[config.mk]
export PLATFORM = sky130hd
export DESIGN_NAME = alu_exec_stage
export DESIGN_NICKNAME = d
export VERILOG_FILES = /design/src/rtl/alu_exec_stage.sv
export SDC_FILE = /design/constraint.sdc
export NUM_CORES = 1
export LEC_CHECK = 0
export CORE_ASPECT_RATIO = 1.4
export CORE_MARGIN = 2
export CORE_UTILIZATION = 30
export DETAILED_ROUTE_END_ITERATION = 16
export PLACE_DENSITY = 0.55
export SYNTH_ARGS = -nofsm -noshare
export SYNTH_HDL_FRONTEND = slang
export SYNTH_SLANG_ARGS = --single-unit
[constraint.sdc]
create_clock -name clk -period 3.83 [get_ports clk]
set_clock_uncertainty 0.2 [all_clocks]
set_input_delay 0.9575 -clock clk [delete_from_list [all_inputs] [get_ports clk]]
set_output_delay 0.9575 -clock clk [all_outputs]
set_load 0.005 [all_outputs]
[src/rtl/alu_exec_stage.sv]
// Execute stage: runs the ALU op from the ALUControl code, resolves BEQ and holds the result in the EX/MEM register.
// Latency: 1 cycle from accept to out_valid; a new op can be accepted every cycle while out_ready is high.
// Backpressure: in_ready drops while the held result is stalled (out_valid && !out_ready); flush overrides everything.
module alu_exec_stage #(
  parameter int XLEN  = 32,
  parameter int CNT_W = 32
) (
  input  logic             clk,
  input  logic             rst_n,
  input  logic             in_valid,
  output logic             in_ready,
  input  logic [2:0]       alu_control,
  input  logic [XLEN-1:0]  src_a,
  input  logic [XLEN-1:0]  src_b,
  input  logic             branch,
  input  logic [XLEN-1:0]  pc,
  input  logic [XLEN-1:0]  imm_ext,
  input  logic [4:0]       rd,
  input  logic             flush,
  output logic             out_valid,
  input  logic             out_ready,
  output logic [XLEN-1:0]  alu_result,
  output logic             zero,
  output logic             pc_src,
  output logic [XLEN-1:0]  pc_target,
  output logic [4:0]       rd_out,
  output logic             illegal_op,
  output logic [CNT_W-1:0] retired_cnt,
  output logic [CNT_W-1:0] taken_cnt
);

  localparam logic [2:0] OP_ADD = 3'b000;
  localparam logic [2:0] OP_SUB = 3'b001;
  localparam logic [2:0] OP_AND = 3'b010;
  localparam logic [2:0] OP_OR  = 3'b011;
  localparam logic [2:0] OP_SLT = 3'b101;

  localparam logic [CNT_W-1:0] CNT_MAX = {CNT_W{1'b1}};

  logic             r_out_valid;
  logic [XLEN-1:0]  r_alu_result;
  logic             r_zero;
  logic             r_pc_src;
  logic [XLEN-1:0]  r_pc_target;
  logic [4:0]       r_rd_out;
  logic             r_illegal_op;
  logic [CNT_W-1:0] r_retired_cnt;
  logic [CNT_W-1:0] r_taken_cnt;

  logic             w_in_ready;
  logic             w_accept;
  logic [XLEN-1:0]  w_result;
  logic             w_illegal;
  logic             w_zero;
  logic             w_taken;

  // Ready whenever the EX/MEM slot is empty or being drained this cycle.
  assign w_in_ready = !r_out_valid || out_ready;
  assign w_accept   = in_valid && w_in_ready && !flush;

  // ALU datapath; illegal codes produce a zero result and raise the illegal flag.
  always_comb begin
    w_result  = '0;
    w_illegal = 1'b0;
    unique case (alu_control)
      OP_ADD:  w_result = src_a + src_b;
      OP_SUB:  w_result = src_a - src_b;
      OP_AND:  w_result = src_a & src_b;
      OP_OR:   w_result = src_a | src_b;
      OP_SLT:  w_result = {{(XLEN-1){1'b0}}, ($signed(src_a) < $signed(src_b))};
      default: w_illegal = 1'b1;
    endcase
  end

  assign w_zero  = (w_result == '0);
  assign w_taken = branch && w_zero;

  // EX/MEM register: flush clears the control flags, accept captures, drain clears valid.
  always_ff @(posedge clk or negedge rst_n) begin
    if (!rst_n) begin
      r_out_valid  <= 1'b0;
      r_alu_result <= '0;
      r_zero       <= 1'b0;
      r_pc_src     <= 1'b0;
      r_pc_target  <= '0;
      r_rd_out     <= '0;
      r_illegal_op <= 1'b0;
    end else if (flush) begin
      r_out_valid  <= 1'b0;
      r_pc_src     <= 1'b0;
      r_illegal_op <= 1'b0;
    end else if (w_accept) begin
      r_out_valid  <= 1'b1;
      r_alu_result <= w_result;
      r_zero       <= w_zero;
      r_pc_src     <= w_taken;
      r_pc_target  <= pc + imm_ext;
      r_rd_out     <= rd;
      r_illegal_op <= w_illegal;
    end else if (r_out_valid && out_ready) begin
      r_out_valid  <= 1'b0;
    end
  end

  // Saturating debug counters: accepted ops and taken branches.
  always_ff @(posedge clk or negedge rst_n) begin
    if (!rst_n) begin
      r_retired_cnt <= '0;
      r_taken_cnt   <= '0;
    end else if (w_accept) begin
      if (r_retired_cnt != CNT_MAX) begin
        r_retired_cnt <= r_retired_cnt + 1'b1;
      end
      if (w_taken && (r_taken_cnt != CNT_MAX)) begin
        r_taken_cnt <= r_taken_cnt + 1'b1;
      end
    end
  end

  assign in_ready    = w_in_ready;
  assign out_valid   = r_out_valid;
  assign alu_result  = r_alu_result;
  assign zero        = r_zero;
  assign pc_src      = r_pc_src;
  assign pc_target   = r_pc_target;
  assign rd_out      = r_rd_out;
  assign illegal_op  = r_illegal_op;
  assign retired_cnt = r_retired_cnt;
  assign taken_cnt   = r_taken_cnt;

endmodule
After elaboration in Yosys (flattened, before gate mapping)
Index checks and enable logic that the tools add are counted.
{"block": "totals", "input_bits": 142, "out_inout_bits": 138, "register_bits": 137}
{"block": "classes", "addsub": 5, "n_mux": 9, "order_cmp": 1, "n_reduce_logical": 16, "n_eq_ne": 6, "n_bitwise": 3}
{"cell": "$pmux 32 s5", "count": 1}
{"cell": "$add 32x1->32 const B", "count": 2}
{"cell": "$add 32x32->32", "count": 2}
{"cell": "$ne 32x32->1 const B", "count": 2}
{"cell": "$and 32x32->32", "count": 1}
{"cell": "$logic_not 32->1", "count": 1}
{"cell": "$lt 32x32->1", "count": 1}
{"cell": "$or 32x32->32", "count": 1}
{"cell": "$sub 32x32->32", "count": 1}
{"cell": "$mux 1", "count": 8}
{"cell": "$eq 3x2->1 const B", "count": 2}
{"cell": "$reduce_and 2->1", "count": 3}
{"cell": "$logic_and 1x1->1", "count": 5}
{"cell": "$reduce_or 5->1", "count": 1}
{"cell": "$eq 3x1->1 const B", "count": 1}
{"cell": "$eq 3x3->1 const B", "count": 1}
{"cell": "$logic_not 3->1", "count": 1}
{"cell": "$reduce_bool 3->1", "count": 1}
{"cell": "$logic_not 1->1", "count": 2}
{"cell": "$reduce_bool 2->1", "count": 1}
{"cell": "$logic_or 1x1->1", "count": 1}
{"cell": "$not 1->1", "count": 1}

Depth between registers and ports, before layout
Gate-level depths: netlist of run 1.
{"block": "logic_depth", "depth_word": 6, "mapped_depth": 18, "ltp_nobuf": 16}

Least setup slack after synthesis of run 1
Ideal clock, no wire load.
{"block": "synth_path", "kind": "input-to-reg", "startpoint": "input src_a[0]", "endpoint": "register r_taken_cnt[1], in the netlist taken_cnt[1]", "slack_ps": -1195, "setup_ps": 127, "t_arrival_ps": 4697, "stages": 16, "path_buffers": 1, "path_cell_list": "ha_1 fa_1 a211oi_1 nor4_1 o31a_1 o211ai_2 nand2_1 a21oi_2 nor4_1 or4_4 a211oi_2 nand4_1 or4_1 buf_2 or2_1 mux2_1"}
{"block": "synth_between", "elab_chain_len": 6, "word_cells_on_any_way": 10, "classes_between": "add/sub (2); order compare (1); mux (1); bitwise (2); reduce/logical (4)"}
{"item": "start: declaration", "line": "13", "rtl": "input logic [XLEN-1:0] src_a,"}
{"item": "$sub 32x32->32, or another cell as far along", "line": "67", "rtl": "OP_SUB: w_result = src_a - src_b;"}
{"item": "$pmux 32 s5 (*)", "line": "65", "rtl": "unique case (alu_control)"}
{"item": "$logic_not 32->1 (*)", "line": "75", "rtl": "assign w_zero = (w_result == '0);"}
{"item": "$logic_and 1x1->1 (*)", "line": "76", "rtl": "assign w_taken = branch && w_zero;"}
{"item": "$logic_and 1x1->1 (*)", "line": "114", "rtl": "if (w_taken && (r_taken_cnt != CNT_MAX)) begin"}
{"item": "$reduce_and 2->1 (no source line) (*)"}
{"item": "end signal: assignment", "line": "115", "rtl": "r_taken_cnt <= r_taken_cnt + 1'b1;"}
{"item": "end: declaration", "line": "48", "rtl": "logic [CNT_W-1:0] r_taken_cnt;"}
Every way passes the cells marked *; elsewhere a longest branch is shown, timed or not.
A chain may end at the register's enable or synchronous reset.

Final worst setup path of run 1
Same ends and word-level chain as after synthesis.

==> qor.csv, run 1 <==
metric,value,unit
CP endpoint kind,flop,
H-tree depth,4,
CTS Buffer Depth,2,
Syn Inst Count,1538,
initial antenna violation count,0,
mean area per synthesized cell,8.04,sq um
# setup viols final,35,
CTS tree,yes,
crit-path cells,buf_8 > ha_4 > fa_2 > a211oi_4 > nor4_4 > o31a_1 > o211ai_2 > nand2_2 > buf_4 > a21oi_4 > xnor2_2 > o22ai_2 > nor4_2 > buf_4 > nand4_1 > or4_4 > buf_12 > or2_4 > mux2_4,
Slew HR,0.149,
synth unique cells,88,
Antenna Cells,0,
Hold WS,0.208,ns
Die Wd,176,um
Starting Density,0.302,
Setup Total Neg Slack,-34.09,ns
number of flops mapped to enable cells by yosys,0,
vias in the first global route,15100,
Via density,5.05,
Netlist Area Pre-Place,12400,sq um
Worst-Skew Late Latency,0.46,ns
post-DP HPWL,40.1,mm
share of cells above drive strength 1,0.362,
RSZ-0062 raised after global routing,yes,
Worst-path clk slew,0.08,ns
total power,6280,uW
Lkg Pwr,0.0104,uW
Main synth FF type,dfrtp_1,
grt total ovfl,0,
Cell Rows,88,
Max VDD drop,0.000283,V
worst path bufs/invs,4,
most frequent cells after synthesis,"nand2_1 (204), ha_1 (144), dfrtp_1 (137)",
Critical Path Fanout Max,4,
fmax,202,MHz
Clock Sink Count,137,
DR WL/cell,18.3,um
Yosys reg bits,137,
failing checks,setup timing,
Top delay family on crit path,simple AND/OR/NAND/NOR gates,
async set-reset flop share out of synthesis,1.00,
via count,14200,
Critical Path RT,3.96,ns
Fin. Hold Viols,0,
ANT nets after route,0,
largest net degree at the start of global routing,114,
CP Launch Type,primary input,
CP Data Arrival Time,5.09,ns
Min-Delay Path Class,primary input to async pin,
DP Worst Slack,-2.42,ns
register area share after synthesis,0.277,
Nets,2550,
outcome,"complete, but fails checks",
Core ar.,41000,sq um
clk root buf,clkbuf_16,
IO Pins,280,
crit path time final,4.96,ns
Chip Height,244,um
max incr delay on CP,0.49,ns
"Slew Viols, Final",0,
Synthesized Nets,1827,
most frequent CP cell,buf_4,
"count leader, synth",nand2_1,
fin worst setup slack,-1.13,ns
drt initial violations,624,
final core occ,0.532,
Ys Warns,0,
area delta synth->final,76.1,%
"area leader, netlist",dfrtp_1,
routability cong.,0.939,
synth top area cells,"dfrtp_1 (28%), ha_1 (15%), nand2_1 (6.2%), o21ai_0 (4.5%), a21oi_1 (4.2%)",
Tcrit/Tclk final,1.30,
GRT Total Usage,0.238,
input/output buffers,279,
# fillers,3888,
CP Class,primary input to flop,
DRC,0,
CTS Buf Count,17,
Pre-Repair DR Iteration Count,5,
first-pass GRT wire length,80.0,mm
die area,42900,sq um
P per Cell Area,288,nW/um^2
Max-Cap Viols,0,
worst slew pin tran,1.27,ns
total detailed-routing wirelength,51.4,mm
"Slowest-stage cell, CP",or4_4,
post-synth top area share,0.277,
cells by family (layout without fill, tap and decap cells):
logic type               count (synthesis)  count (layout)  synth area share
AO/OA/AOI/OAI                          384             384             0.197
XOR/XNOR                               117             117            0.0829
adder cells (fa/ha/maj)                147             147             0.151
buffers and inverters                  178             914            0.0564
flip-flops                             137             137             0.277
multiplexers                            12              12            0.0111
AND/OR/NAND/NOR                        563             563             0.225
cell usage in the layout, fill, tap and decap left out, types with 8 or more instances in the layout:
cell / count
dlymetal6s2s_1: 10
o21ai_0: 92
buf_2: 12
nand4_1: 18
nand3_1: 45
nor3_4: 10
ha_2: 11
o31ai_1: 8
nor3_1: 18
dfrtp_1: 137
nand2_1: 200
nor2_2: 8
inv_1: 66
buf_4: 446
nor2_4: 11
and3_1: 31
ha_1: 100
ha_4: 33
clkdlybuf4s50_1: 212
buf_12: 11
clkbuf_16: 17
nor2_1: 95
o21ai_2: 8
nor2b_1: 13
o21ai_1: 13
nor4_4: 21
dlygate4sd2_1: 35
xnor2_1: 53
buf_6: 33
a21oi_2: 19
nand2b_1: 21
o22ai_1: 8
a211oi_1: 12
inv_2: 43
xor2_1: 59
a21oi_1: 83
o211ai_1: 14
a21o_1: 19
what timing repair did:
| action | CTS | global route |
|---|---|---|
| endpoints found under the setup margin | 59 | 49 |
| hold buffers | 0 | 0 |
| pin swaps | 141 | 86 |
| cloned | 4 | 0 |
| buffers inserted | 88 | 18 |
| resized for setup | 405 | 70 |
worst paths after layout:
path | from | end | slack (ns) | cells past startpoint
hold / removal | rst_n | retired_cnt[31]$_DFFE_PN0P_ | 0.21 | 1
setup reg to reg | taken_cnt[4]$_DFFE_PN0P_ | taken_cnt[20]$_DFFE_PN0P_ | 0.35 | 11
max in group asynchronous | rst_n | alu_result[10]$_DFFE_PN0P_ | 2.46 | 2
min in group clk | pc_target[0]$_DFFE_PN0P_ | pc_target[0]$_DFFE_PN0P_ | 0.27 | 2
hold reg to reg | pc_target[0]$_DFFE_PN0P_ | pc_target[0]$_DFFE_PN0P_ | 0.27 | 2
setup / recovery | src_a[0] | taken_cnt[1]$_DFFE_PN0P_ | -1.13 | 19
metal layers:
metal  GRT usage  share of wire  up-vias
met2       0.454           0.53      414
met4       0.115          0.048        0
li1            -              -     6826
met1       0.252           0.38     6851
met5           0              0        -
met3      0.0344          0.042      118
registers in the layout, summed over array words and instances (netlist names), 5 cells and up:
register     count
alu_result      32
pc_target       32
retired_cnt     32
taken_cnt       32
rd_out           5
through the flow:
| stage | instances | instance area [sq um] |
|---|---|---|
| 3_3_place_gp | 2700 | 18900 |
| 3_5_place_dp | 2700 | 18900 |
| 5_1_grt | 2814 | 21800 |
| 6_report | 2814 | 21800 |
| 4_1_cts | 2819 | 21500 |
| 2_1_floorplan | 1538 | 12600 |
cell type report:
type,instances,area (sq um),share of cell area
Multi-Input combinational cell,1223,9870,0.453
Tap cell,540,676,0.0310
Timing Repair Buffer,770,6760,0.310
Inverter,112,428,0.0197
Clock buffer,17,425,0.0195
Sequential cell,137,3430,0.157
Clock inverter,15,189,0.00868
power by group:
group          switching [uW]  internal (uW)
Combinational            1300           1500
Clock                     857            893
Sequential                111           1620
Power figures use the tool's default switching activity.
==> run 2: changes to the inputs <==
--- a/config.mk
+++ b/config.mk
@@ -7,9 +7,9 @@
 export LEC_CHECK = 0
 export CORE_ASPECT_RATIO = 1.4
 export CORE_MARGIN = 2
-export CORE_UTILIZATION = 30
+export CORE_UTILIZATION = 47
 export DETAILED_ROUTE_END_ITERATION = 16
-export PLACE_DENSITY = 0.55
+export PLACE_DENSITY = 0.78
 export SYNTH_ARGS = -nofsm -noshare
 export SYNTH_HDL_FRONTEND = slang
 export SYNTH_SLANG_ARGS = --single-unit
==> run 2 against run 1 <==
  * The run still ends with setup timing left
  * Critical path depth is the same
  * Die area down 36%
  * Hold slack gained 0.066 ns
  * Routed wire length up 2.2%
  * Flip-flop and latch count stayed put
  * Power fell by 3.7%
  * Final cell count is 8.2% lower
  * Sequential power is essentially flat
  * Fmax decreased by 1.5%
  * Highest routed layer unchanged
  * Non-clock buffer count is 15 lower
  * Clock power shrank 9%
  * Core utilization rose by 28 points
==> qor.csv, run 2 (synthesis gave the netlist of run 1 again) <==
metric,value,unit,change
# setup viols final,36,,+2.9%
CTS tree,yes,,
outcome,"complete, but fails checks",,
Starting Density,0.475,,+0.173
RSZ-0062 raised after global routing,yes,,
Pre-Repair DR Iteration Count,5,,unchanged
CP Data Arrival Time,5.15,ns,+0.06 ns
Tcrit/Tclk final,1.31,,+0.0197
Slew HR,0.214,,+0.0650
Post-CTS Hold Buffers,0,,unchanged
vias in the first global route,15300,,+1.6%
"setup slack, reg-to-reg",0.05,ns,-0.30 ns
Worst-Skew Late Latency,0.44,ns,-0.02 ns
DRC,0,,unchanged
total detailed-routing wirelength,52.5,mm,+2.2%
"commonest cells after routing, fill and taps aside","buf_4 (443), clkdlybuf4s50_1 (222), nand2_1 (202)",,
Min-Delay Path Class,flop to flop,,
failing checks,setup timing,,
H-tree depth,4,,unchanged
IO Pins,280,,unchanged
Max VDD drop,0.000344,V,+21%
CTS Buf Count,17,,unchanged
area delta synth->final,69.7,%,
R2R cell count,11,,unchanged
input/output buffers,279,,unchanged
placed instance count,2497,,-7.5%
post-DP HPWL,38.3,mm,-4.5%
Via density,5.76,,+14%
fmax,199,MHz,-1.5%
"Slew Viols, Final",0,,unchanged
fin area,21000,sq um,-3.6%
drt initial violations,848,,+36%
GRT Total Usage,0.363,,+0.126
grt total ovfl,0,,unchanged
P per Cell Area,288,nW/um^2,-0.13%
worst slew pin tran,1.17,ns,-0.0970 ns
Antenna Cells,0,,unchanged
CTS Buffer Depth,2,,unchanged
Die Wd,141,um,-20%
CP endpoint kind,flop,,
most frequent CP cell,or4_4,,
CP Launch Type,primary input,,
fin worst setup slack,-1.21,ns,-0.0756 ns
crit path time final,5.04,ns,+0.0756 ns
Min-Delay Startpoint,rd_out[0]$_DFFE_PN0P_,,
max incr delay on CP,0.60,ns,+0.11 ns
ANT nets after route,0,,unchanged
final non-filler cell total,2583,,-8.2%
"commonest non-fill, non-tap cell in the layout",buf_4,,
hold path depth,2,,
post-placement cell area,18800,sq um,-1.0%
CP Class,primary input to flop,,
DR WL/cell,20.3,um,+11%
Cell Rows,70,,-20%
Clock Sink Count,137,,unchanged
Critical Path Fanout Max,7,,+3
crit-path cells,buf_6 > inv_4 > ha_4 > fa_2 > o21ba_4 > o32ai_4 > buf_4 > or4_4 > a21oi_4 > o211ai_4 > a31oi_2 > mux2i_1 > or4_4 > a211oi_2 > nand4_1 > or4_4 > buf_12 > or2_4 > mux2_4,,
die area,27600,sq um,-36%
initial antenna violation count,0,,unchanged
r2r endpoint,taken_cnt[26]$_DFFE_PN0P_,,
Hold WS,0.274,ns,+0.0662 ns
Lkg Pwr,0.0102,uW,-1.5%
routability cong.,1.04,,+10%
Worst-path clk slew,0.07,ns,about the same
reg2reg start,taken_cnt[3]$_DFFE_PN0P_,,
total power,6040,uW,-3.7%
Critical Path RT,3.95,ns,about the same
Chip Height,196,um,-20%
Max-Cap Viols,0,,unchanged
final core occ,0.807,,+0.275
Fin. Hold Viols,0,,unchanged
"Slowest-stage cell, CP",or4_4,,
clk root buf,clkbuf_16,,
largest net degree at the start of global routing,62,,-46%
Nets,2535,,-0.59%
share of cells above drive strength 1,0.337,,-0.0250
first-pass GRT wire length,79.4,mm,-0.85%
via count,14900,,+4.7%
Hold EP,rd_out[0]$_DFFE_PN0P_,,
Core ar.,26000,sq um,-36%
-- run 2: changes by cell type in the layout (fill, tap and decap cells not counted), sizes merged --
cell           previous run  this run
buf                     510       484
clkdlybuf4s50           212       222
dlygate4sd2              35        25
clkbuf                   17        24
dlymetal6s2s             10        15
clkinv                    6         3
clkinvlp                  0         2
-- run 2: final cells by class --
| class | instances | area (sq um) |
|---|---|---|
| Clock buffer | 18 | 429 |
| Clock inverter | 14 | 130 |
| Fill cell | 1672 | 5030 |
| Inverter | 112 | 428 |
| Multi-Input combinational cell | 1223 | 9580 |
| Sequential cell | 137 | 3430 |
| Tap cell | 324 | 405 |
| Timing Repair Buffer | 755 | 6580 |
-- run 2: where the power goes --
part | internal (uW) | switching [uW] | total (uW) | leakage [uW]
clock network | 858 | 741 | 1600 | 0.000270
logic | 1430 | 1270 | 2700 | 0.00819
registers | 1620 | 129 | 1750 | 0.00179
total | 3900 | 2140 | 6040 | 0.0102
-- run 2: layer usage --
layer	global-route usage	part of all wire	vias to the layer above
met5	0	0	-
met4	0.248	0.075	0
met3	0.0452	0.051	279
met2	0.675	0.53	717
met1	0.376	0.35	7080
li1	-	-	6802
-- run 2: worst max-delay path, delay by kind of cell --
family	cells	cell delay, ns
AO/OA/AOI/OAI	6	0.94
adder cells (fa/ha/maj)	2	0.36
buffers and inverters	4	0.49
multiplexers	2	0.40
AND/OR/NAND/NOR	5	2.00
-- run 2: repair_timing --
action / 4_1_cts / 5_1_grt
gates resized for setup: 243 / 125
pin swaps: 76 / 108
endpoints found under the setup margin: 65 / 56
endpoints found under the hold margin: 0 / 0
buffers inserted: 28 / 29
gates cloned: 2 / 0
-- run 2: per-stage QoR --
step | setup WS [ns] | TNS [ns]
4_1_cts | -1.16 | -37.93
3_5_place_dp | -2.32 | -99.52
2_1_floorplan | -1.01 | -31.43
5_1_grt | -1.33 | -42.35
6_report | -1.21 | -37.60
3_3_place_gp | -2.23 | -94.76
-- run 2: worst max path at each step --
stage,start,to,slack (ns),cells after the start
4_1_cts,src_a[13],taken_cnt[1]$_DFFE_PN0P_,-1.16,20
3_3_place_gp,src_a[4],taken_cnt[1]$_DFFE_PN0P_,-2.23,19
6_report,src_a[0],taken_cnt[1]$_DFFE_PN0P_,-1.21,19
3_5_place_dp,src_a[2],taken_cnt[13]$_DFFE_PN0P_,-2.32,21
5_1_grt,src_b[19],taken_cnt[7]$_DFFE_PN0P_,-1.33,21
2_1_floorplan,src_a[0],taken_cnt[1]$_DFFE_PN0P_,-1.01,16
==> run 3: changes to the inputs <==
==> constraint.sdc (replaced) <==
create_clock -name clk -period 5.8 [get_ports clk]
set_clock_uncertainty 0.2 [all_clocks]
set_input_delay 1.45 -clock clk [delete_from_list [all_inputs] [get_ports clk]]
set_output_delay 1.45 -clock clk [all_outputs]
set_load 0.005 [all_outputs]
==> run 3 against run 2 <==
  * The run still ends with setup timing left
  * Final cell count decreased by 7.3%
  * Clock power decreased by 28%
  * First-iteration DRC count increased by 11%
  * Clock-buffer cell count unchanged
  * Via count decreased by 7.9%
  * Global-route usage decreased by 5.6 points
  * Power decreased by 37%
  * Die area unchanged
  * Combinational power decreased by 44%
  * Sequential share of layout area increased by 1.8 points
  * Flip-flop and latch count unchanged
  * Largest power group unchanged
  * Highest routed layer unchanged
==> qor.csv, run 3 (synthesis gave the netlist of run 1 again) <==
metric,value,unit,change
Core ar.,26000,sq um,unchanged
final core occ,0.727,,-0.0798
failing checks,setup timing,,
Slew HR,0.257,,+0.0430
die area,27600,sq um,unchanged
CTS Buf Count,17,,unchanged
total power,3820,uW,-37%
Worst-path clk slew,0.06,ns,about the same
via count,13700,,-7.9%
reg2reg start,taken_cnt[4]$_DFFE_PN0P_,,
CTS tree,yes,,
GRT Total Usage,0.307,,-0.0563
Min-Delay Path Class,flop to flop,,
"Slew Viols, Final",0,,unchanged
fmax,172,MHz,
worst path bufs/invs,6,,+2
Critical Path RT,5.90,ns,+1.95 ns
Die Wd,141,um,unchanged
Clock Sink Count,137,,unchanged
placed instance count,2353,,-5.8%
Via density,5.72,,-0.63%
first-pass GRT wire length,68.1,mm,-14%
vias in the first global route,13600,,-11%
largest net degree at the start of global routing,96,,+55%
input/output buffers,279,,unchanged
Chip Height,196,um,unchanged
most frequent CP cell,buf_4,,
Tcrit/Tclk final,1.00,,
Top delay family on crit path,simple AND/OR/NAND/NOR gates,,
CP endpoint kind,flop,,
Nets,2347,,-7.4%
crit-path cells,clkdlybuf4s50_1 > inv_1 > ha_4 > buf_4 > a21oi_1 > o31ai_2 > buf_4 > o211ai_2 > nand2_2 > a21oi_4 > buf_4 > o2111a_1 > or4_4 > a211oi_2 > nand4_1 > or4_4 > buf_12 > nor4_4 > xor2_1,,
DRC,0,,unchanged
Cell Rows,70,,unchanged
P per Cell Area,202,nW/um^2,-30%
Lkg Pwr,0.00924,uW,-9.8%
CP startpoint,src_b[10],,
Antenna Cells,0,,unchanged
grt total ovfl,0,,unchanged
routability cong.,1.00,,-3.4%
"commonest cells after routing, fill and taps aside","buf_4 (276), clkdlybuf4s50_1 (251), nand2_1 (202)",,
# setup viols final,1,,-97%
CP Launch Type,primary input,,
Fin. Hold Viols,0,,unchanged
max incr delay on CP,0.60,ns,about the same
# fillers,1921,,+15%
critical path depth in cells,19,,unchanged
CP Class,primary input to flop,,
Worst-Skew Late Latency,0.42,ns,-0.02 ns
"Slowest-stage cell, CP",or4_4,,
fin worst setup slack,-0.00379,ns,+1.20 ns
area delta synth->final,52.9,%,
total detailed-routing wirelength,44.9,mm,-14%
initial antenna violation count,0,,unchanged
final non-filler cell total,2394,,-7.3%
Post-CTS Hold Buffers,0,,unchanged
CP Data Arrival Time,5.91,ns,+0.76 ns
drt initial violations,938,,+11%
Max VDD drop,0.000210,V,-39%
Hold WS,0.267,ns,-0.00687 ns
H-tree depth,4,,unchanged
Max-Cap Viols,0,,unchanged
Critical Path Fanout Max,7,,unchanged
crit path time final,5.80,ns,
clk root buf,clkbuf_16,,
post-DP HPWL,34.7,mm,-9.4%
r2r endpoint,taken_cnt[23]$_DFFE_PN0P_,,
Setup crit end,taken_cnt[12]$_DFFE_PN0P_,,
Starting Density,0.475,,unchanged
IO Pins,280,,unchanged
"setup slack, reg-to-reg",2.31,ns,+2.26 ns
share of cells above drive strength 1,0.219,,-0.118
CTS Buffer Depth,2,,unchanged
outcome,"complete, but fails checks",,
"commonest non-fill, non-tap cell in the layout",buf_4,,
DR WL/cell,18.8,um,-7.7%
Pre-Repair DR Iteration Count,5,,unchanged
R2R cell count,13,,+2
ANT nets after route,0,,unchanged
worst slew pin tran,1.11,ns,-0.0625 ns
-- run 3: cell types whose count changed in the layout (fill, tap and decap cells not counted), moves of 13 or more --
cell,delta
buf_6,-16
clkdlybuf4s50_1,+29
a21oi_1,+13
dlygate4sd2_1,-25
ha_1,+17
buf_4,-167
ha_4,-13
inv_1,+16
inv_2,-14
-- run 3: stage by stage --
step            TNS, ns  setup slack (ns)  instance area [sq um]
2_1_floorplan         0             0.283                  12400
3_3_place_gp     -25.19            -0.828                  17400
3_5_place_dp     -29.56             -1.01                  17400
4_1_cts               0          0.000950                  18200
5_1_grt          -0.732            -0.179                  18900
6_report       -0.00379          -0.00379                  18900
-- run 3: how the worst min path moves through the flow --
stage | startpoint | depth (start not counted) | slack (ns) | to
2_1_floorplan | pc_target[24]$_DFFE_PN0P_ | 2 | 0.26 | pc_target[24]$_DFFE_PN0P_
3_3_place_gp | pc_target[3]$_DFFE_PN0P_ | 2 | 0.26 | pc_target[3]$_DFFE_PN0P_
3_5_place_dp | pc_target[3]$_DFFE_PN0P_ | 2 | 0.26 | pc_target[3]$_DFFE_PN0P_
4_1_cts | pc_target[3]$_DFFE_PN0P_ | 2 | 0.27 | pc_target[3]$_DFFE_PN0P_
5_1_grt | pc_target[24]$_DFFE_PN0P_ | 2 | 0.29 | pc_target[24]$_DFFE_PN0P_
6_report | pc_target[3]$_DFFE_PN0P_ | 2 | 0.27 | pc_target[3]$_DFFE_PN0P_
-- run 3: worst register-to-register path, cell delays in order (launching register included) --
cell     delay (ns)
dfrtp_1        0.43
and4_1         0.29
and3_1         0.23
inv_1          0.10
nor2_1         0.21
and3_1         0.26
nand3_1        0.20
nor2_1         0.24
and2_1         0.21
nand4_1        0.22
nor2_1         0.19
nand2_1        0.12
nor4_4         0.35
xor2_1         0.17
-- run 3: final cells by class --
| cell class | count | area (sq um) | area share |
|---|---|---|---|
| Tap cell | 324 | 405 | 0.0214 |
| Sequential cell | 137 | 3430 | 0.181 |
| Clock inverter | 13 | 193 | 0.0102 |
| Inverter | 112 | 420 | 0.0222 |
| Timing Repair Buffer | 567 | 5120 | 0.271 |
| Multi-Input combinational cell | 1223 | 8910 | 0.471 |
| Clock buffer | 18 | 429 | 0.0227 |
-- run 3: routing by layer --
layer / vias up / GRT usage / wire (um)
met5: - / 0 / 0
met1: 6479 / 0.315 / 15800
li1: 6427 / - / -
met2: 637 / 0.588 / 24200
met3: 160 / 0.0381 / 2470
met4: 0 / 0.179 / 2440
-- run 3: what timing repair did --
item,CTS,global route
endpoints found under the setup margin,34,33
pin swaps,6,62
resized for setup,27,137
cloned,0,2
hold endpoints to repair,0,0
setup buffers,2,6
-- run 3: power breakdown --
group / total, uW / switching, uW / internal (uW)
Clock: 1160 / 432 / 724
Sequential: 1160 / 86.5 / 1070
Combinational: 1510 / 720 / 793
Total: 3820 / 1240 / 2590
